### src/rtl/cus19_pkg.sv
// Shared types and helpers for the Custom-19 crypto DMA and its cipher unit.
// Holds the DMA state encoding, the default key and single-bit rotate helpers.
package cus19_pkg;

    typedef enum logic [2:0] {
        ST_IDLE = 3'd0,
        ST_RD   = 3'd1,
        ST_CAP  = 3'd2,
        ST_WR   = 3'd3,
        ST_DONE = 3'd4
    } state_t;

    localparam int CUS19_DATA_W = 8;
    localparam logic [CUS19_DATA_W-1:0] CUS19_KEY = 8'hA5;

    function automatic logic [CUS19_DATA_W-1:0] rotl1(
        input logic [CUS19_DATA_W-1:0] x
    );
        return {x[CUS19_DATA_W-2:0], x[CUS19_DATA_W-1]};
    endfunction

    function automatic logic [CUS19_DATA_W-1:0] rotr1(
        input logic [CUS19_DATA_W-1:0] x
    );
        return {x[0], x[CUS19_DATA_W-1:1]};
    endfunction

endpackage

### src/rtl/cus19_crypt_rounds.sv
// Combinational multi-round XOR/rotate cipher, shared with the execute stage.
// Ports: word (input data), enc (1=encrypt, 0=decrypt), result (output data).
module cus19_crypt_rounds
    import cus19_pkg::*;
#(
    parameter int                DATA_W = CUS19_DATA_W,
    parameter int                ROUNDS = 2,
    parameter logic [DATA_W-1:0] KEY    = CUS19_KEY
) (
    input  logic [DATA_W-1:0] word,
    input  logic              enc,
    output logic [DATA_W-1:0] result
);

    logic [DATA_W-1:0] x;
    logic [DATA_W-1:0] t;

    // Round key r is the base key rotated left by r mod DATA_W:
    // the upper half of the shifted doubled key is exactly that rotation.
    function automatic logic [DATA_W-1:0] round_key(input int r);
        logic [2*DATA_W-1:0] dbl;
        dbl = {KEY, KEY} << (r % DATA_W);
        return dbl[2*DATA_W-1:DATA_W];
    endfunction

    // Decrypt walks the rounds backwards, undoing rotate then XOR.
    always_comb begin
        x = word;
        t = '0;
        if (enc) begin
            for (int r = 0; r < ROUNDS; r++) begin
                t = x ^ round_key(r);
                x = {t[DATA_W-2:0], t[DATA_W-1]};
            end
        end else begin
            for (int r = ROUNDS - 1; r >= 0; r--) begin
                t = {x[0], x[DATA_W-1:1]};
                x = t ^ round_key(r);
            end
        end
    end

    assign result = x;

endmodule

### src/rtl/cus19_crypto_dma.sv
// Block-crypto DMA: streams len words src->cipher->dst over a data-memory port pair.
// Ports: start/mode/abort/src/dst/len command, dm_rd_*/dm_wr_* memory, busy/done/err/words_done status.
module cus19_crypto_dma
    import cus19_pkg::*;
#(
    parameter int                ADDR_W = 11,
    parameter int                DATA_W = 8,
    parameter int                LEN_W  = 8,
    parameter int                ROUNDS = 2,
    parameter logic [DATA_W-1:0] KEY    = CUS19_KEY
) (
    input  logic              clk_in,
    input  logic              rst_in,
    input  logic              start_in,
    input  logic              mode_enc_dec_in,
    input  logic              abort_in,
    input  logic [ADDR_W-1:0] src_addr_in,
    input  logic [ADDR_W-1:0] dst_addr_in,
    input  logic [LEN_W-1:0]  len_in,
    output logic              dm_rd_req_out,
    output logic [ADDR_W-1:0] dm_rd_addr_out,
    input  logic [DATA_W-1:0] dm_rd_data_in,
    output logic              dm_wr_req_out,
    output logic [ADDR_W-1:0] dm_wr_addr_out,
    output logic [DATA_W-1:0] dm_wr_data_out,
    output logic              busy_out,
    output logic              done_out,
    output logic              err_out,
    output logic [LEN_W-1:0]  words_done_out
);

    state_t state_q;
    state_t state_d;

    logic              mode_q;
    logic [ADDR_W-1:0] src_q;
    logic [ADDR_W-1:0] dst_q;
    logic [LEN_W-1:0]  len_q;
    logic [LEN_W-1:0]  idx_q;
    logic [DATA_W-1:0] cap_q;
    logic [LEN_W-1:0]  words_q;
    logic              err_q;

    logic [LEN_W-1:0]  idx_nxt;
    logic [DATA_W-1:0] crypt_out;
    logic              busy;
    logic              accept;

    assign idx_nxt = idx_q + 1'b1;
    assign busy    = (state_q == ST_RD) || (state_q == ST_CAP) || (state_q == ST_WR);
    // Abort wins over a simultaneous start even from IDLE.
    assign accept  = (state_q == ST_IDLE) && start_in && !abort_in;

    cus19_crypt_rounds #(
        .DATA_W (DATA_W),
        .ROUNDS (ROUNDS),
        .KEY    (KEY)
    ) u_rounds (
        .word   (dm_rd_data_in),
        .enc    (mode_q),
        .result (crypt_out)
    );

    always_ff @(posedge clk_in) begin
        if (rst_in) begin
            state_q <= ST_IDLE;
        end else begin
            state_q <= state_d;
        end
    end

    always_comb begin
        state_d = state_q;
        unique case (state_q)
            ST_IDLE: begin
                if (accept) begin
                    state_d = (len_in == '0) ? ST_DONE : ST_RD;
                end
            end
            ST_RD:   state_d = abort_in ? ST_IDLE : ST_CAP;
            ST_CAP:  state_d = abort_in ? ST_IDLE : ST_WR;
            ST_WR: begin
                if (abort_in) begin
                    state_d = ST_IDLE;
                end else if (idx_nxt == len_q) begin
                    state_d = ST_DONE;
                end else begin
                    state_d = ST_RD;
                end
            end
            ST_DONE: state_d = ST_IDLE;
            default: state_d = ST_IDLE;
        endcase
    end

    always_comb begin
        busy_out       = busy;
        done_out       = (state_q == ST_DONE);
        err_out        = err_q;
        words_done_out = words_q;
        dm_rd_req_out  = 1'b0;
        dm_rd_addr_out = '0;
        dm_wr_req_out  = 1'b0;
        dm_wr_addr_out = '0;
        dm_wr_data_out = '0;
        if (state_q == ST_RD) begin
            dm_rd_req_out  = 1'b1;
            dm_rd_addr_out = src_q + ADDR_W'(idx_q);
        end
        if (state_q == ST_WR) begin
            // An abort arriving in the write cycle cancels that write.
            dm_wr_req_out  = !abort_in;
            dm_wr_addr_out = dst_q + ADDR_W'(idx_q);
            dm_wr_data_out = cap_q;
        end
    end

    always_ff @(posedge clk_in) begin
        if (rst_in) begin
            mode_q  <= 1'b0;
            src_q   <= '0;
            dst_q   <= '0;
            len_q   <= '0;
            idx_q   <= '0;
            cap_q   <= '0;
            words_q <= '0;
            err_q   <= 1'b0;
        end else begin
            err_q <= busy && (start_in || abort_in);
            unique case (state_q)
                ST_IDLE: begin
                    if (accept) begin
                        mode_q  <= mode_enc_dec_in;
                        src_q   <= src_addr_in;
                        dst_q   <= dst_addr_in;
                        len_q   <= len_in;
                        idx_q   <= '0;
                        words_q <= '0;
                    end
                end
                ST_CAP: begin
                    if (!abort_in) begin
                        cap_q <= crypt_out;
                    end
                end
                ST_WR: begin
                    if (!abort_in) begin
                        idx_q   <= idx_nxt;
                        words_q <= idx_nxt;
                    end
                end
                default: ;
            endcase
        end
    end

endmodule

### config.mk
export PLATFORM = sky130hd
export DESIGN_NAME = cus19_crypto_dma
export DESIGN_NICKNAME = d
export VERILOG_FILES = /design/src/rtl/cus19_pkg.sv /design/src/rtl/cus19_crypt_rounds.sv /design/src/rtl/cus19_crypto_dma.sv
export SDC_FILE = /design/constraint.sdc
export NUM_CORES = 1
export LEC_CHECK = 0
export CAP_MARGIN = 25
export CELL_PAD_IN_SITES_DETAIL_PLACEMENT = 0
export CELL_PAD_IN_SITES_GLOBAL_PLACEMENT = 2
export CORE_MARGIN = 5
export CORE_UTILIZATION = 27
export DETAILED_ROUTE_END_ITERATION = 6
export GPL_TIMING_DRIVEN = 0
export PLACE_DENSITY_LB_ADDON = 0.1
export REMOVE_ABC_BUFFERS = 1
export SYNTH_ARGS = -nofsm -noshare
export SYNTH_HDL_FRONTEND = slang
export SYNTH_HIERARCHICAL = 1
export SYNTH_SLANG_ARGS = --single-unit
### constraint.sdc
create_clock -name clk_in -period 3 [get_ports clk_in]
set_input_delay 0.6 -clock clk_in [delete_from_list [all_inputs] [get_ports clk_in]]
set_output_delay 0.6 -clock clk_in [all_outputs]
set_load 0.02 [all_outputs]
; ---- After elaboration in Yosys (flattened, before gate mapping)
; Index checks and enable logic that the tools add are counted.
[classes]
addsub = 3
mul = 0
div_mod_pow = 0
magnitude_cmp = 0
eq_ne = 7
shifts = 0
muxes = 16
bitwise_logic = 5
n_reduce_logical = 13
[op_table]
columns = operator, n
row1 = 8-bit 2-to-1 mux, 4
row2 = 11-bit by 8-bit adder with 11-bit output, 2
row3 = 11-bit 2-to-1 mux, 2
row4 = 4-bit NOT, 4
row5 = 8-bit case mux with 2 select lines, 1
row6 = 3-bit 2-to-1 mux, 4
row7 = 3-bit case mux with 4 select lines, 1
row8 = 8-bit by 1-bit adder with 8-bit output (second input constant), 1
row9 = 8-bit == test, 1
row10 = 8-bit zero test, 1
row11 = 3-bit by 2-bit == test with 1-bit output (second input constant), 2
row12 = 2-bit 2-to-1 mux, 2
row13 = 2-bit != test (second input constant), 2
row14 = 2-bit AND reduction, 2
row15 = 3-bit by 1-bit == test with 1-bit output (second input constant), 1
row16 = 3-bit == test (second input constant), 1
row17 = 1-bit logical AND, 3
row18 = 3-bit zero test, 1
row19 = 1-bit logical OR, 3
row20 = 3-bit AND reduction, 1
row21 = 1-bit 2-to-1 mux, 2
row22 = 2-bit nonzero test, 1
row23 = 1-bit zero test, 1
row24 = 1-bit NOT, 1
[totals]
register_bits = 51
latchBits = 0
ramBits = 0
rom_bits = 0
output_inout_bits = 43
memories = 0

; ---- Depth between registers and ports, before layout
; Gate-level depths: netlist of the first run.
[depth]
depth_word = 5
ltp_mapped = 9
mapped_depth_nobuf = 9

; ---- Hierarchy
; The synthesis of the first run kept the hierarchy.
[by_module_without_submodules]
columns = module, n_inst, cells_each, area_each_um2
row1 = cus19_crypto_dma, 1, 416, 3024.2
row2 = cus19_crypt_rounds, 1, 9, 131.4

; ---- Least setup slack after synthesis of the first run
; No wires, ideal clock.
[synth_timing]
path_type = reg-to-output
from = reg words_done_out[0] (netlist name)
to = out dm_wr_addr_out[10]
arrival_ns = 2.428
required_ns = 2.400
path_slack_ns = -0.028
path_stages_with_launch = 10
path_buffers = 0
path_cell_list = dfxtp_1 > ha_1 > inv_1 > fa_1 > nor2b_1 > o21ai_0 > a21oi_1 > o41ai_1 > or3_1 > a21oi_1
[synth_lines]
columns = item, line
row1 = end: declaration, cus19_crypto_dma.sv:24  ; output logic [ADDR_W-1:0] dm_wr_addr_out,

==> results of run 1 <==
## final timing paths
check	start	end	slack (ps)
min reg2reg	cap_q[4]$_SDFFE_PP0P_	cap_q[4]$_SDFFE_PP0P_	450
max reg2reg	state_q[1]$_SDFFE_PP0P_	words_done_out[7]$_SDFFE_PP0P_	750
max	words_done_out[0]$_SDFFE_PP0P_	dm_rd_addr_out[10]	50
min	cap_q[4]$_SDFFE_PP0P_	cap_q[4]$_SDFFE_PP0P_	450
## through the flow
step                cells  hold slack [ps]  utilization  area [um^2]  total power, mW
finish                653              451        0.389         4440             1.54
global route          653              475        0.389         4440             1.62
CTS                   650              453        0.385         4390             1.56
detailed placement    637              442        0.365         4170            0.965
global placement      633              440        0.358         4090            0.950
floorplan             405              426            -         3060            0.838
## cells by family (layout without fill, tap and decap cells)
| kind of cell | count (synthesis) | count (layout) | synth area share |
|---|---|---|---|
| xor+xnor | 20 | 20 | 0.0555 |
| flops | 51 | 51 | 0.324 |
| simple gates | 199 | 199 | 0.287 |
| compound gates | 98 | 98 | 0.174 |
| buf+inv | 30 | 115 | 0.0420 |
| mux | 8 | 8 | 0.0381 |
| fa+ha+maj | 19 | 19 | 0.0801 |
## registers in the layout, summed over array words and instances, names as in the netlist
signal          count
dst_q              11
src_q              11
cap_q               8
len_q               8
words_done_out      8
state_q             3
err_out             1
mode_q              1
## critical path, stage by stage, from the launching register on
cell and delay (ps):
dfxtp_4 370, ha_2 200, inv_1 60, fa_1 390, nor2b_2 140, o21ai_1 90, a21bo_2 250, a211oi_2 210
xnor2_1 140, nor2_1 50, buf_2 160
## final cells by class
type                       count  area, um^2
clock buffer                   5         125
clock inverter                 3        23.8
fill                        1243        6980
inverter                      10        38.8
multi-input combinational    344        2060
sequential                    51        1040
tap                          143         179
timing repair buffer          97         971
## repair_timing
action,4_1_cts,5_1_grt
endpoints found under the setup margin,23,15
pin swaps,2,5
setup buffers,5,3
hold buffers,0,0
resized for setup,53,12
## routing by layer
metal	vias up	track usage
met5	-	0
met4	0	0.0280
met3	4	0.0255
met2	62	0.220
met1	1360	0.180
li1	1607	-
## layout by cell type (no fill, tap or decap), types with 2 or more instances in the layout
cell type / instances
buf_4: 10
nand3_1: 5
buf_2: 3
and2_1: 4
o21ai_0: 16
dlymetal6s2s_1: 2
a21oi_2: 4
a21oi_1: 55
dfxtp_2: 3
dfxtp_1: 45
nor3_1: 9
and3_1: 9
or2b_2: 2
a211oi_2: 2
xnor2_1: 13
xor2_1: 7
clkbuf_16: 5
o21bai_1: 2
or3_1: 3
clkinvlp_4: 2
ha_1: 16
nand2b_1: 5
nand4_1: 2
a211oi_1: 2
dfxtp_4: 3
nand2_1: 94
nor4_1: 4
o21ai_1: 2
buf_16: 2
inv_1: 9
clkdlybuf4s50_1: 69
o21a_1: 5
mux2_4: 8
dlygate4sd2_1: 6
nor2_1: 42
nor2b_1: 8
nor2b_4: 2
o31ai_1: 2
## report_power, final
group          switching, mW  internal [mW]  total [mW]
registers             0.0202          0.697       0.717
clock network          0.274          0.313       0.586
logic                  0.107          0.125       0.232
total                  0.400           1.13        1.54
==> summary.txt, run 1 <==
Worst hold path
  – WHS Path Cells: 2
  – Class of the worst hold path: flip-flop to flip-flop

Yosys
  – Post-Synthesis Cells: 425
  – Distinct cell type count of the synthesized netlist: 43
  – Synth warnings: 6
  – Asr flop ratio synth: 0
  – Most used flip-flop cell after synthesis: dfxtp_1
  – Seq cells post-synth: 51
  – Largest cells by area after synthesis: dfxtp_1 (32%), nand2_1 (11%), a21oi_1 (9.2%), ha_1 (6.7%), nor2_1 (5.0%)
  – Synth area leader: dfxtp_1
  – Post-synthesis area per instance: 7.42 um^2
  – Synth top area share: 0.324
  – Most frequent cells after synthesis: nand2_1 (95), a21oi_1 (58), dfxtp_1 (51)
  – Post-Syn Area: 3160 um^2
  – Top-count cell post-synth: nand2_1
  – Seq/Total Area, Yosys: 0.324
  – EDFF count, synth: 0

STA
  – Slew Viols, Final: 0
  – RSZ-0062 raised after global routing: true
  – Fin. Hold Viols: 0
  – Final setup violation count: 0
  – Max Clk Rate: 339 MHz
  – Worst relative slew slack: 0.547
  – Setup TNS: 0 ps
  – Min cycle time layout: 2950 ps
  – Final worst path period share: 0.983
  – Final setup margin: 51.4 ps
  – Worst Max-Slew Pin Slew: 677 ps
  – Worst clock skew: 5.18 ps

Global routing
  – Vias in the first global route: 3,120
  – Pin count of the biggest net entering global routing: 33
  – GRT overflow: 0
  – Total track usage: 0.133
  – Initial antenna violation count: 0
  – First-pass GRT wire length: 15,600 um

Outcome
  – Status: completed

Floorplanning
  – Initial Utilization: 0.276
  – DIE AREA: 13,900 um^2
  – # IOs: 86
  – Die width: 118 um
  – Die Y: 118 um
  – Core area: 11,400 um^2
  – # rows: 39

Worst setup path
  – Worst setup EP type: output pin
  – Crit path max fanout: 3
  – CP required: 2400 ps
  – Reg2reg path depth: 7
  – Arr. time, crit path: 2350 ps
  – Startpoint types: flip-flop
  – CP Class: flip-flop to output pin

Clock network
  – CTS tree: done
  – TritonCTS Sinks: 51
  – Longest Clk Path Bufs: 2
  – Clk root buf: clkbuf_16
  – Clk_lat worst skew: 290 ps
  – Htree depth: 2
  – Clock transition at path regs: 70 ps
  – Clock buffer count from CTS: 5

Placement
  – Dpl hpwl: 6990 um
  – Pre-CTS setup slack: -706 ps
  – Final GP Congestion: 0.743
  – I/O Buffers: 85

Routing
  – ANT nets after route: 0
  – DRT iter0 DRCs: 92
  – Max layer used: met4
  – Met2 Routed Length: 4120 um
  – Drt via density: 4.64
  – DRC: 0
  – WL met3: 342 um
  – DR vias: 3,033
  – Met1 wire length: 4640 um
  – DRT Pass-1 Iters: 4
  – Total Wirelength: 9140 um
  – Average wire per standard cell: 14.0 um

Power
  – Pwr Density: 346 nW/um^2
  – Leak: 1.69 nW
  – Maximum vdd drop: 0.195 mV

Cells and area
  – # diodes: 0
  – Layout cells sized above 1: 0.125
  – Area grow syn2layout: 40.6%
  – Nets@finish: 571

Run
  – Maxcap violations: 0
Note: power is estimated with default switching activity, not from simulation.
==> inputs of run 2 (changes only) <==
--- a/config.mk
+++ b/config.mk
@@ -5,14 +5,15 @@
 export SDC_FILE = /design/constraint.sdc
 export NUM_CORES = 1
 export LEC_CHECK = 0
+export ABC_AREA = 1
 export CAP_MARGIN = 25
 export CELL_PAD_IN_SITES_DETAIL_PLACEMENT = 0
 export CELL_PAD_IN_SITES_GLOBAL_PLACEMENT = 2
 export CORE_MARGIN = 5
-export CORE_UTILIZATION = 27
+export CORE_UTILIZATION = 26
 export DETAILED_ROUTE_END_ITERATION = 6
 export GPL_TIMING_DRIVEN = 0
-export PLACE_DENSITY_LB_ADDON = 0.1
+export PLACE_DENSITY = 0.92
 export REMOVE_ABC_BUFFERS = 1
 export SYNTH_ARGS = -nofsm -noshare
 export SYNTH_HDL_FRONTEND = slang
==> constraint.sdc (replaced) <==
create_clock -name clk_in -period 3.1 [get_ports clk_in]
set_input_delay 0.62 -clock clk_in [delete_from_list [all_inputs] [get_ports clk_in]]
set_output_delay 0.62 -clock clk_in [all_outputs]
set_load 0.02 [all_outputs]
==> run 2 against run 1 <==
Largest cell class unchanged. Largest power group unchanged. Synthesized cell count increased by 16%. Utilization decreased by 2.5 points. Critical endpoint is now dm_rd_addr_out[8]. Flip-flop and latch count unchanged. Area after synthesis rose by 2.4%. Die area grew 5.8%. Non-clock buffer count is 10 lower. Critical path depth is 1 higher.
==> summary.txt, run 2 <==
Routing
  – Drt via density: 4.56
  – DRT iter0 DRCs: 151
  – DRC: 0
  – DR vias: 3,372
  – Total Wirelength: 9770 um
  – DRT Pass-1 Iters: 4
  – ANT nets after route: 0
  – Average wire per standard cell: 13.2 um

Power
  – Leak: 1.83 nW
  – Sw frac: 0.279
  – Psw: 0.444 mW
  – Power share of the sequential group: 0.452
  – Clock network fraction of total power: 0.364
  – Maximum vdd drop: 0.173 mV
  – Comb power frac: 0.184
  – Pint: 1.14 mW
  – Pwr Density: 361 nW/um^2

Cells and area
  – Area grow syn2layout: 36.3%
  – Largest regs: dst_q x11, src_q x11
  – Most common cell after layout, fill and taps aside: nand2_1
  – # diodes: 0
  – Final Cell Area: 4400 um^2
  – Most frequent cells in the layout: nand2_1 (87), clkdlybuf4s50_1 (70), nor2_1 (64), inv_1 (62), o21ai_0 (58)
  – Nets@finish: 633
  – Layout cells sized above 1: 0.0629

Floorplanning
  – # IOs: 86
  – Die width: 121 um
  – # rows: 40
  – Initial Utilization: 0.267
  – Die Y: 121 um
  – DIE AREA: 14,800 um^2
  – Core area: 12,100 um^2

Worst setup path
  – CP Class: flip-flop to output pin
  – Critical Path Max Stage Delay: 410 ps
  – Worst path top cell family by delay: adder cells
  – Crit-path most repeated cell: nand3_1
  – Crit-path slowest cell: fa_1
  – CP Cell Sequence: ha_1, inv_1, fa_1, inv_1, nand3_1, nand2_2, nand3_1, nand3_1, o21ai_0, a21oi_1, clkdlybuf4s15_1
  – Arr. time, crit path: 2300 ps
  – R2r setup slk: 690 ps
  – Crit path max fanout: 4
  – Worst R2R End: state_q[2]$_SDFFE_PP0P_
  – Reg2reg path depth: 7
  – Startpoint types: flip-flop
  – Origin of the critical flop-to-flop path: state_q[1]$_SDFFE_PP0P_
  – Worst setup EP type: output pin
  – CP required: 2480 ps
  – Buf/Inv on CP: 3

Yosys
  – Post-Synth Adder-Cell Area: 0.0782
  – Post-Synthesis Cells: 493
  – EDFF count, synth: 0
  – Synth area leader: dfxtp_1
  – Most used flip-flop cell after synthesis: dfxtp_1
  – Distinct cell type count of the synthesized netlist: 30
  – Mux contribution to synthesized area: 0
  – Synth Area in Simple Gates: 0.288
  – Synth top area share: 0.316
  – Largest family of logic cells by synthesized area: simple AND/OR/NAND/NOR gates
  – Seq cells post-synth: 51
  – Asr flop ratio synth: 0
  – Top-count cell post-synth: nand2_1
  – Post-Syn Area: 3230 um^2
  – Synth Area in XOR/XNOR: 0.0217
  – Most frequent cells after synthesis: nand2_1 (88), nor2_1 (64), inv_1 (62)
  – Largest cells by area after synthesis: dfxtp_1 (32%), nand2_1 (10%), o21ai_0 (9.3%), a21oi_1 (8.7%), nor2_1 (7.4%)
  – Compound-Gate Fraction of Synth Area: 0.193
  – Seq/Total Area, Yosys: 0.316
  – Post-synthesis area per instance: 6.56 um^2
  – Synth warnings: 6

Worst hold path
  – Critical hold path startpoint: cap_q[6]$_SDFFE_PP0P_
  – Class of the worst hold path: flip-flop to flip-flop
  – WHS Path Cells: 2
  – Min-Delay Endpoint: cap_q[6]$_SDFFE_PP0P_

Clock network
  – TritonCTS Sinks: 51
  – CTS tree: done
  – Clock buffer count from CTS: 5
  – Clk root buf: clkbuf_16
  – Clock transition at path regs: 70 ps
  – Longest Clk Path Bufs: 2
  – Clk_lat worst skew: 290 ps
  – Htree depth: 2

STA
  – Hold_ws: 455 ps
  – Max Clk Rate: 342 MHz
  – Final setup violation count: 0
  – RSZ-0062 raised after global routing: false
  – Min cycle time layout: 2920 ps
  – Worst relative slew slack: 0.438
  – Slew Viols, Final: 0
  – Worst Max-Slew Pin Slew: 842 ps
  – Final worst path period share: 0.942
  – Worst clock skew: 5.52 ps
  – Fin. Hold Viols: 0

Global routing
  – GRT overflow: 0
  – Pin count of the biggest net entering global routing: 46
  – Total track usage: 0.132
  – Vias in the first global route: 3,257
  – Initial antenna violation count: 0
  – First-pass GRT wire length: 15,700 um

Run
  – Maxcap violations: 0

Placement
  – Final GP Congestion: 0.857
  – Cell Area, Placed: 4230 um^2
  – I/O Buffers: 85
  – Dpl hpwl: 7490 um

Outcome
  – Status: completed
run 2: cell families after synthesis:
group | after synthesis
xor gates and xnor gates | 8
and+or+nand+nor | 213
DFF | 51
adders and majority gates | 19
buffers and inverters | 81
AOI/OAI and AO/OA | 121
run 2: per-stage QoR:
| step | total power [mW] | setup TNS [ps] | setup slack (ps) | util | instances |
|---|---|---|---|---|---|
| 2_1_floorplan | 0.897 | 0 | 415 | - | 477 |
| 3_3_place_gp | 1.02 | -1020 | -242 | 0.347 | 730 |
| 3_5_place_dp | 1.03 | -987 | -228 | 0.349 | 731 |
| 4_1_cts | 1.62 | 0 | 9.73 | 0.363 | 740 |
| 5_1_grt | 1.68 | 0 | 21.6 | 0.364 | 740 |
| 6_report | 1.59 | 0 | 178 | 0.364 | 740 |
run 2: per-layer routing:
| metal | vias up | share of wire | GRT usage |
|---|---|---|---|
| li1 | 1778 | - | - |
| met1 | 1514 | 0.48 | 0.170 |
| met2 | 74 | 0.45 | 0.216 |
| met3 | 6 | 0.068 | 0.0457 |
| met4 | 0 | 0.0056 | 0.0203 |
| met5 | - | 0 | 0 |
run 2: worst max path at each step:
stage	slack, ps	end	depth (start not counted)	from
floorplan	420	dm_rd_addr_out[10]	10	words_done_out[0]$_SDFFE_PP0P_
global placement	-240	dm_wr_addr_out[10]	11	words_done_out[0]$_SDFFE_PP0P_
detailed placement	-230	dm_wr_addr_out[10]	11	words_done_out[0]$_SDFFE_PP0P_
CTS	10	dm_rd_addr_out[9]	8	words_done_out[7]$_SDFFE_PP0P_
global route	20	dm_wr_addr_out[7]	8	words_done_out[3]$_SDFFE_PP0P_
finish	180	dm_rd_addr_out[8]	11	words_done_out[0]$_SDFFE_PP0P_
run 2: timing repair:
item / CTS / global route
hold buffers: 0 / 0
gates resized for setup: 20 / 15
setup buffers: 1 / 0
setup endpoints to repair: 18 / 9
run 2: power by group through the flow:
stage | clock [mW] | combinational, mW | sequential [mW]
after global routing | 0.623 | 0.330 | 0.723
after detailed placement | 0 | 0.295 | 0.736
after CTS | 0.603 | 0.296 | 0.719
after global placement | 0 | 0.287 | 0.735
final | 0.578 | 0.291 | 0.718
after floorplan | 0 | 0.166 | 0.731
run 2: worst min-delay path, delay by kind of cell, from the launching register on:
kind                   cells  cell delay [ps]
buffers and inverters      1               60
DFF                        1              300
AOI/OAI and AO/OA          1               50
run 2: final cells by class:
type / instances / area, um^2
well taps: 168 / 210
flip-flops and latches: 51 / 1030
fillers: 1345 / 7710
multi-input cells: 361 / 1890
repair buffers: 87 / 872
clock buffers: 6 / 139
clock inverters: 2 / 16.3
inverters: 65 / 244
